--- config.mk ---
export PLATFORM = sky130hd
export DESIGN_NAME = spi_slave_rx
export DESIGN_NICKNAME = d
export VERILOG_FILES = /design/src/rtl/spi_slave_rx.sv
export SDC_FILE = /design/constraint.sdc
export NUM_CORES = 1
export LEC_CHECK = 0
export ABC_AREA = 1
export CORE_AREA = 8 8 94 62
export CTS_BUF_LIST = sky130_fd_sc_hd__clkbuf_2
export CTS_CLUSTER_DIAMETER = 30
export CTS_CLUSTER_SIZE = 40
export DETAILED_ROUTE_END_ITERATION = 8
export DIE_AREA = 0 0 102 70
export MAX_ROUTING_LAYER = met4
export PLACE_DENSITY_LB_ADDON = 0.25
export SYNTH_ARGS = -nofsm -noshare
export SYNTH_HDL_FRONTEND = slang
export SYNTH_SLANG_ARGS = --single-unit
--- constraint.sdc ---
create_clock -name clk -period 2.1 [get_ports clk]
set_input_delay 0.315 -clock clk [delete_from_list [all_inputs] [get_ports clk]]
set_output_delay 0.315 -clock clk [all_outputs]
set_load 0.01 [all_outputs]
--- src/rtl/spi_slave_rx.sv ---
// SPI mode-0 slave receiver, MSB first.
// Oversampled in the clk domain, words delivered through a FWFT FIFO.
module spi_slave_rx #(
  parameter int DATA_W      = 8,
  parameter int SYNC_STAGES = 2,
  parameter int FIFO_DEPTH  = 4
) (
  input  logic                          clk,
  input  logic                          rst,
  input  logic                          sclk,
  input  logic                          cs,
  input  logic                          mosi,
  output logic [DATA_W-1:0]             out_data,
  output logic                          out_valid,
  input  logic                          out_ready,
  output logic [$clog2(FIFO_DEPTH):0]   fifo_count,
  output logic                          busy,
  output logic                          frame_err,
  output logic                          overrun
);

  localparam int AW = $clog2(FIFO_DEPTH);
  localparam int CW = AW + 1;
  localparam int BW = $clog2(DATA_W);

  typedef enum logic {IDLE, RECV} state_t;

  logic [SYNC_STAGES-1:0] sclk_sync;
  logic [SYNC_STAGES-1:0] cs_sync;
  logic [SYNC_STAGES-1:0] mosi_sync;
  logic                   sclk_q;
  logic                   cs_q;
  logic                   sclk_s;
  logic                   cs_s;
  logic                   mosi_s;
  logic                   sclk_rise;
  logic                   cs_fall;
  logic                   cs_rise;

  state_t                 state;
  state_t                 state_nx;
  logic [DATA_W-1:0]      shift;
  logic [DATA_W-1:0]      shift_nx;
  logic [BW-1:0]          bit_cnt;
  logic [BW-1:0]          bit_cnt_nx;
  logic                   ferr_nx;
  logic                   push;
  logic [DATA_W-1:0]      push_word;

  logic [DATA_W-1:0]      mem [FIFO_DEPTH];
  logic [AW-1:0]          wr_ptr;
  logic [AW-1:0]          rd_ptr;
  logic [CW-1:0]          count;
  logic                   full;
  logic                   pop;
  logic                   wr_en;

  // Synchronizers reset to the bus idle levels
  always_ff @(posedge clk) begin
    if (rst) begin
      sclk_sync <= '0;
      cs_sync   <= '1;
      mosi_sync <= '0;
      sclk_q    <= 1'b0;
      cs_q      <= 1'b1;
    end else begin
      sclk_sync <= {sclk_sync[SYNC_STAGES-2:0], sclk};
      cs_sync   <= {cs_sync[SYNC_STAGES-2:0], cs};
      mosi_sync <= {mosi_sync[SYNC_STAGES-2:0], mosi};
      sclk_q    <= sclk_sync[SYNC_STAGES-1];
      cs_q      <= cs_sync[SYNC_STAGES-1];
    end
  end

  assign sclk_s    = sclk_sync[SYNC_STAGES-1];
  assign cs_s      = cs_sync[SYNC_STAGES-1];
  assign mosi_s    = mosi_sync[SYNC_STAGES-1];
  assign sclk_rise = sclk_s & ~sclk_q;
  assign cs_fall   = ~cs_s & cs_q;
  assign cs_rise   = cs_s & ~cs_q;
  assign push_word = {shift[DATA_W-2:0], mosi_s};

  always_ff @(posedge clk) begin
    if (rst) begin
      state     <= IDLE;
      shift     <= '0;
      bit_cnt   <= '0;
      frame_err <= 1'b0;
      overrun   <= 1'b0;
    end else begin
      state     <= state_nx;
      shift     <= shift_nx;
      bit_cnt   <= bit_cnt_nx;
      frame_err <= ferr_nx;
      overrun   <= push & full & ~pop;
    end
  end

  always_comb begin
    state_nx   = state;
    shift_nx   = shift;
    bit_cnt_nx = bit_cnt;
    ferr_nx    = 1'b0;
    push       = 1'b0;
    unique case (state)
      IDLE: begin
        bit_cnt_nx = '0;
        if (cs_fall) begin
          state_nx = RECV;
          shift_nx = '0;
        end
      end
      RECV: begin
        // cs_rise wins over a coincident sclk edge
        if (cs_rise) begin
          state_nx   = IDLE;
          bit_cnt_nx = '0;
          ferr_nx    = (bit_cnt != '0);
        end else if (sclk_rise) begin
          shift_nx = push_word;
          if (bit_cnt == BW'(DATA_W - 1)) begin
            push       = 1'b1;
            bit_cnt_nx = '0;
          end else begin
            bit_cnt_nx = bit_cnt + 1'b1;
          end
        end
      end
      default: state_nx = IDLE;
    endcase
  end

  assign busy = (state == RECV);

  assign full  = (count == CW'(FIFO_DEPTH));
  assign pop   = out_valid & out_ready;
  assign wr_en = push & (~full | pop);

  always_ff @(posedge clk) begin
    if (wr_en) mem[wr_ptr] <= push_word;
  end

  always_ff @(posedge clk) begin
    if (rst) begin
      wr_ptr <= '0;
      rd_ptr <= '0;
      count  <= '0;
    end else begin
      if (wr_en) wr_ptr <= wr_ptr + 1'b1;
      if (pop)   rd_ptr <= rd_ptr + 1'b1;
      unique case ({wr_en, pop})
        2'b10:   count <= count + 1'b1;
        2'b01:   count <= count - 1'b1;
        default: count <= count;
      endcase
    end
  end

  assign out_valid  = (count != '0);
  assign out_data   = out_valid ? mem[rd_ptr] : '0;
  assign fifo_count = count;

endmodule

==> flow_summary.json, run 1 <==
{
  "status": "completed",
  "hold_slack_ns": 0.352,
  "multi_input_area_um2": 831,
  "power.leakage_nw": 1.17,
  "cts_inserted_buffers": 9,
  "cpPeakStageDelay_ns": 0.36,
  "placedInstanceArea_um2": 2870,
  "use_met1_pct": 20.0,
  "ant_nets": 0,
  "timing.slew.headroom_pct": 80.1,
  "p_switching_mw": 0.982,
  "dieWidth_um": 102,
  "end_kind": "primary output",
  "rrSetupSlack_ns": 0.14,
  "timing.rr.end": "fifo_count[2]$_SDFFE_PP0P_",
  "dp_hpwl_um": 3340,
  "seqPwrFrac_pct": 49.8,
  "yosysWarnings": 0,
  "p_total_mw": 2.85,
  "yosysMostFrequentCell": "nor2_1",
  "crit_required_ns": 1.78,
  "gp_congestion": 0.803,
  "fin_ws_ns": 0.122,
  "clockPowerShare_pct": 18.8,
  "post_route_cells_drive_above_1_share_pct": 17.8,
  "ys_top_cells_by_area": "edfxtp_1 (38%), dfxtp_1 (24%), nor2_1 (6.8%)",
  "totalWireLength_um": 4730,
  "rsz0062_at_grt": "false",
  "min_delay_path_depth": 3,
  "cap_violations": 0,
  "firstDrtPassIters": 4,
  "hold_violations": 0,
  "io_pins": 21,
  "synth_common_cells": "nor2_1 (46), a21oi_1 (33), edfxtp_1 (32)",
  "min_period_ns": 1.98,
  "antenna_found_initial": 0,
  "dp_slack_ns": 0.101,
  "syn_inst": 253,
  "vias": 1790,
  "root_buffer": "clkbuf_2",
  "avgSynthCellArea_um2": 10.1,
  "drt_iter0_markers": 101,
  "worst_pin_slew_ns": 0.297,
  "critPathArrivalTime_ns": 1.66,
  "coreArea_um2": 4420,
  "power.internal_mw": 1.86,
  "vdd_ir_drop_max_mv": 0.445,
  "grt.total_usage_pct": 14.9,
  "start_kind": "register",
  "path_cells": "inv_1 -> nand2_4 -> clkinvlp_4 -> a21oi_1 -> dlygate4sd2_1",
  "async_flop_share_pct": 0,
  "yosysSeqAreaShare_pct": 61.2,
  "fin_tns_setup_ns": 0,
  "maxSlewViolCount": 0,
  "grtUsageMet2_pct": 19.2,
  "die_h_um": 70,
  "insertion_delay_ns": 0.46,
  "cts-hold-fix-buffers": 0,
  "synth_nets": 267,
  "cts_tree": "done",
  "wl_per_cell_um": 13.3,
  "grt_max_degree": 18,
  "yosysTopAreaCellShare_pct": 37.6,
  "power_density_nw_per_um2": 969,
  "ys_types": 28,
  "ys_ff_latch": 62,
  "period_share_pct": 94.2,
  "hold_path.class": "input port to register",
  "overflow": 0,
  "clk_pin_slew_ns": 0.14,
  "syn_to_final_growth_pct": 15.0,
  "grt.busiest_layer": "met1",
  "final_cell_area_um2": 2940,
  "grt_pass1_wl_um": 7930,
  "grt_pass1_vias": 1644,
  "rows": 19,
  "reg2reg_from": "bit_cnt[1]$_SDFFE_PP0P_",
  "vias_per_cell": 5.04,
  "diodes": 0,
  "hold_path_end": "sclk_sync[0]$_SDFF_PP0_",
  "fmax_mhz": 505,
  "r2r.worst_path.cells": 12,
  "cts.htree.levels": 3,
  "clock_skew_ns": 0.0173,
  "dieArea_um2": 7140,
  "synth_ff_type": "edfxtp_1",
  "io_buffers": 20,
  "hp-start": "sclk",
  "grtUsageMet3_pct": 6.23,
  "switching_share_pct": 34.5,
  "ff_latch_area_um2": 1570,
  "critical_path_class": "register to primary output",
  "fin_nets": 301,
  "synth_edf_count": 32,
  "fillers": 369,
  "syn_area_um2": 2550,
  "clock-sinks": 62,
  "drc_errors": 0,
  "finalSetupViolations": 0,
  "clk_path_buf_depth": 2,
  "timing.critical_path.fanout_max": 8,
  "cp_slowest_cell": "dfxtp_1",
  "synth_top_area_cell": "edfxtp_1",
  "initial_core_util_pct": 57.7,
  "power_frac_comb_pct": 31.5
}
## power by group through the flow
stage	Sequential [mW]	Clock, mW	Combinational (mW)
after CTS	1.41	0.552	0.904
after global routing	1.43	0.612	0.991
after global placement	1.43	0	0.941
final	1.42	0.534	0.896
after detailed placement	1.44	0	0.961
after floorplan	1.42	0	0.556
## flip-flops by register name, indices dropped and copies added, names as in the netlist, 2 cells and up, named ones only
name	count
bit_cnt	3
mosi_sync	2
wr_ptr	2
sclk_sync	2
shift	7
mem	32
fifo_count	3
rd_ptr	2
cs_sync	2
## cells in the final DEF (no fill, tap or decap), types with 2 or more instances in the layout
cell type / netlist / final
nand4_1: 2 / 2
nor2_1: 46 / 46
nand2_4: 4 / 4
nor3_1: 8 / 8
nor2_4: 2 / 2
or2_2: 2 / 2
dfxtp_2: 0 / 4
inv_1: 27 / 26
a21oi_1: 33 / 33
nand3_1: 5 / 5
o21ai_0: 19 / 19
clkbuf_2: 1 / 18
edfxtp_1: 32 / 32
clkdlybuf4s50_1: 0 / 12
ha_1: 7 / 7
nand2_2: 5 / 5
dfxtp_1: 30 / 25
buf_4: 3 / 9
nand2_1: 14 / 14
inv_4: 1 / 2
clkinv_1: 1 / 5
## worst max path at each step
stage / end / from
global route: out_data[0] / fifo_count[2]$_SDFFE_PP0P_
global placement: fifo_count[2]$_SDFFE_PP0P_ / out_ready
finish: out_data[0] / fifo_count[2]$_SDFFE_PP0P_
CTS: out_data[5] / register
floorplan: fifo_count[2]$_SDFFE_PP0P_ / bit_cnt[0]$_SDFFE_PP0P_
detailed placement: fifo_count[2]$_SDFFE_PP0P_ / out_ready
## critical path: cells and delay by family (launching register included)
kind	cells	cell delay, ns
buf+inv	3	0.57
compound gates	1	0.14
simple gates	1	0.14
flops	1	0.36
## cells by family after synthesis
logic type / share of synthesized area [%]
adder cells (fa/ha/maj): 4.22
buffers and inverters: 6.27
AND/OR/NAND/NOR: 17.6
AO/OA/AOI/OAI: 10.7
flip-flops: 61.2
## area by class of cell
cell class,count,share of cell area [%]
tap,63,2.68
multi-input combinational,153,28.3
inverter,31,4.26
clock buffer,12,2.05
timing repair buffer,30,8.73
sequential,62,53.5
clock inverter,4,0.511
## timing repair
item	in CTS	in global routing
setup buffers	0	1
resized for setup	12	17
pin swaps	0	1
setup endpoints to repair	8	9
## metrics by stage
stage,utilization [%],std cells
6_report,66.4,355
5_1_grt,66.4,355
4_1_cts,66.6,354
3_5_place_dp,64.9,338
3_3_place_gp,64.9,338
2_1_floorplan,-,253
## per-layer routing
layer | up-vias | wire [um]
met4 | 0 | 23
met5 | - | 0
met2 | 46 | 2050
li1 | 915 | -
met1 | 827 | 2310
met3 | 2 | 345
Power figures use the tool's default switching activity.
==> inputs of run 2 (changes only) <==
--- a/config.mk
+++ b/config.mk
@@ -17,3 +17,4 @@
 export SYNTH_ARGS = -nofsm -noshare
 export SYNTH_HDL_FRONTEND = slang
 export SYNTH_SLANG_ARGS = --single-unit
+export TNS_END_PERCENT = 20
==> constraint.sdc (replaced) <==
create_clock -name clk -period 2.1 [get_ports clk]
set_input_delay 0.21 -clock clk [delete_from_list [all_inputs] [get_ports clk]]
set_output_delay 0.21 -clock clk [all_outputs]
set_load 0.01 [all_outputs]
==> run 2 against run 1 <==
Compared with the run above:
- largest power group unchanged
- highest routed layer unchanged
- maximum frequency fell by 1.5%
- clock power barely moved
- setup slack got worse by 0.030 ns
- clock skew rose by 0.012 ns
- register-to-register slack got worse by 0.05 ns
- non-clock buffer count fell by 2
==> flow_summary.json, run 2 (synthesis gave the netlist of run 1 again) <==
{
  "dp_hpwl_um": 3350,
  "start_kind": "register",
  "timing.critical_path.fanout_max": 4,
  "critPathArrivalTime_ns": 2.35,
  "insertion_delay_ns": 0.45,
  "gp_congestion": 0.777,
  "hold_violations": 0,
  "largest_register_ffs": 32,
  "die_h_um": 70,
  "dieWidth_um": 102,
  "grt_pass1_vias": 1669,
  "rsz0062_at_grt": "false",
  "crit_required_ns": 2.44,
  "vdd_ir_drop_max_mv": 0.420,
  "cpPeakStageDelay_ns": 0.39,
  "r2r.worst_path.cells": 12,
  "syn_to_final_growth_pct": 15.2,
  "coreArea_um2": 4420,
  "finalSetupViolations": 0,
  "diodes": 0,
  "top_register": "mem",
  "ant_nets": 0,
  "hold_path.class": "input port to register",
  "wl_per_cell_um": 13.5,
  "initial_core_util_pct": 57.7,
  "io_buffers": 20,
  "cts_inserted_buffers": 9,
  "cp_common_cell": "inv_1",
  "p_total_mw": 2.84,
  "fillers": 370,
  "reg_top3": "mem x32, shift x7",
  "drc_errors": 0,
  "maxSlewViolCount": 0,
  "io_pins": 21,
  "status": "completed",
  "power.leakage_nw": 1.18,
  "clk_path_buf_depth": 2,
  "vias": 1784,
  "cp_slowest_cell": "dfxtp_2",
  "end_kind": "register",
  "post_cts_buffers": 0,
  "fin_tns_setup_ns": 0,
  "fin_nets": 299,
  "cts_tree": "done",
  "rows": 19,
  "clk_pin_slew_ns": 0.15,
  "root_buffer": "clkbuf_2",
  "grt.total_usage_pct": 14.7,
  "cts.htree.levels": 3,
  "cap_violations": 0,
  "critical_path_class": "register to register",
  "totalWireLength_um": 4760,
  "worst_pin_slew_ns": 0.302,
  "fmax_mhz": 498,
  "vias_per_cell": 5.05,
  "min_period_ns": 2.01,
  "path_cells": "ha_1 -> ha_1 -> nand3_1 -> inv_1 -> nand2_4 -> nand2_4 -> inv_1 -> fa_1 -> inv_1 -> nand3_1 -> a21oi_1 -> nor2_1",
  "post_route_cells_drive_above_1_share_pct": 14.8,
  "overflow": 0,
  "power_density_nw_per_um2": 964,
  "layout_commonest_cell": "nor2_1",
  "hold_slack_ns": 0.264,
  "grt_max_degree": 18,
  "timing.slew.headroom_pct": 79.7,
  "dieArea_um2": 7140,
  "clock_skew_ns": 0.0288,
  "final_cell_mix": "nor2_1 (46), a21oi_1 (33), edfxtp_1 (32), inv_1 (27), dfxtp_1 (26)",
  "min_delay_path_depth": 3,
  "drt_iter0_markers": 85,
  "clock-sinks": 62,
  "grt_pass1_wl_um": 7880,
  "cts-hold-fix-buffers": 0,
  "firstDrtPassIters": 4,
  "period_share_pct": 95.6,
  "antenna_found_initial": 0
}
run 2: changes by cell type in the layout (fill, tap and decap cells not counted), sizes merged:
cell	change
inv	+1
clkinv	+1
dlygate4sd2	+5
buf	-2
clkbuf	-8
dlymetal6s2s	+1
run 2: metal layers:
metal | track usage, % | vias to the layer above | part of all wire, %
met5 | - | - | 0
met4 | 5.83 | 0 | 0.63
met3 | 5.34 | 4 | 6.5
met2 | 21.3 | 51 | 45
met1 | 18.1 | 823 | 47
li1 | - | 906 | -
run 2: final cells by class:
class,instances,area (um^2),share of cell area (%)
clock buffers,10,50.0,1.70
clock inverters,6,28.8,0.978
inverters,31,121,4.13
multi-input cells,153,831,28.2
flip-flops and latches,62,1570,53.3
well taps,63,78.8,2.68
repair buffers,28,263,8.93
run 2: worst paths after layout:
| check | start | to | slack, ns |
|---|---|---|---|
| max | bit_cnt[0]$_SDFFE_PP0P_ | fifo_count[2]$_SDFFE_PP0P_ | 0.09 |
| min | sclk | sclk_sync[0]$_SDFF_PP0_ | 0.26 |
| max reg2reg | bit_cnt[0]$_SDFFE_PP0P_ | fifo_count[2]$_SDFFE_PP0P_ | 0.09 |
| min reg2reg | sclk_sync[0]$_SDFF_PP0_ | sclk_sync[1]$_SDFF_PP0_ | 0.42 |
run 2: timing repair:
item                                    in CTS  in global routing
cloned                                       0                  0
endpoints found under the setup margin       8                  5
resized for setup                           12                  5
run 2: through the flow:
| step | cells | setup slack (ns) | utilization, % | instance area (um^2) |
|---|---|---|---|---|
| 2_1_floorplan | 253 | 0.243 | - | 2550 |
| 3_3_place_gp | 337 | 0.171 | 64.5 | 2850 |
| 3_5_place_dp | 337 | 0.0968 | 64.5 | 2850 |
| 4_1_cts | 353 | -0.0447 | 66.3 | 2930 |
| 5_1_grt | 353 | 0.00253 | 66.5 | 2940 |
| 6_report | 353 | 0.0915 | 66.5 | 2940 |
run 2: worst max-delay path, delay by kind of cell, from the launching register on:
kind	cells	cell delay, ns
simple gates	5	0.42
flops	1	0.39
buf+inv	3	0.25
fa+ha+maj	3	0.70
compound gates	1	0.15
run 2: where the power goes:
group	leakage [nW]	internal (mW)	switching, mW	total [mW]
combinational	0.589	0.372	0.519	0.891
clock	0.0542	0.145	0.386	0.532
sequential	0.542	1.35	0.0678	1.41
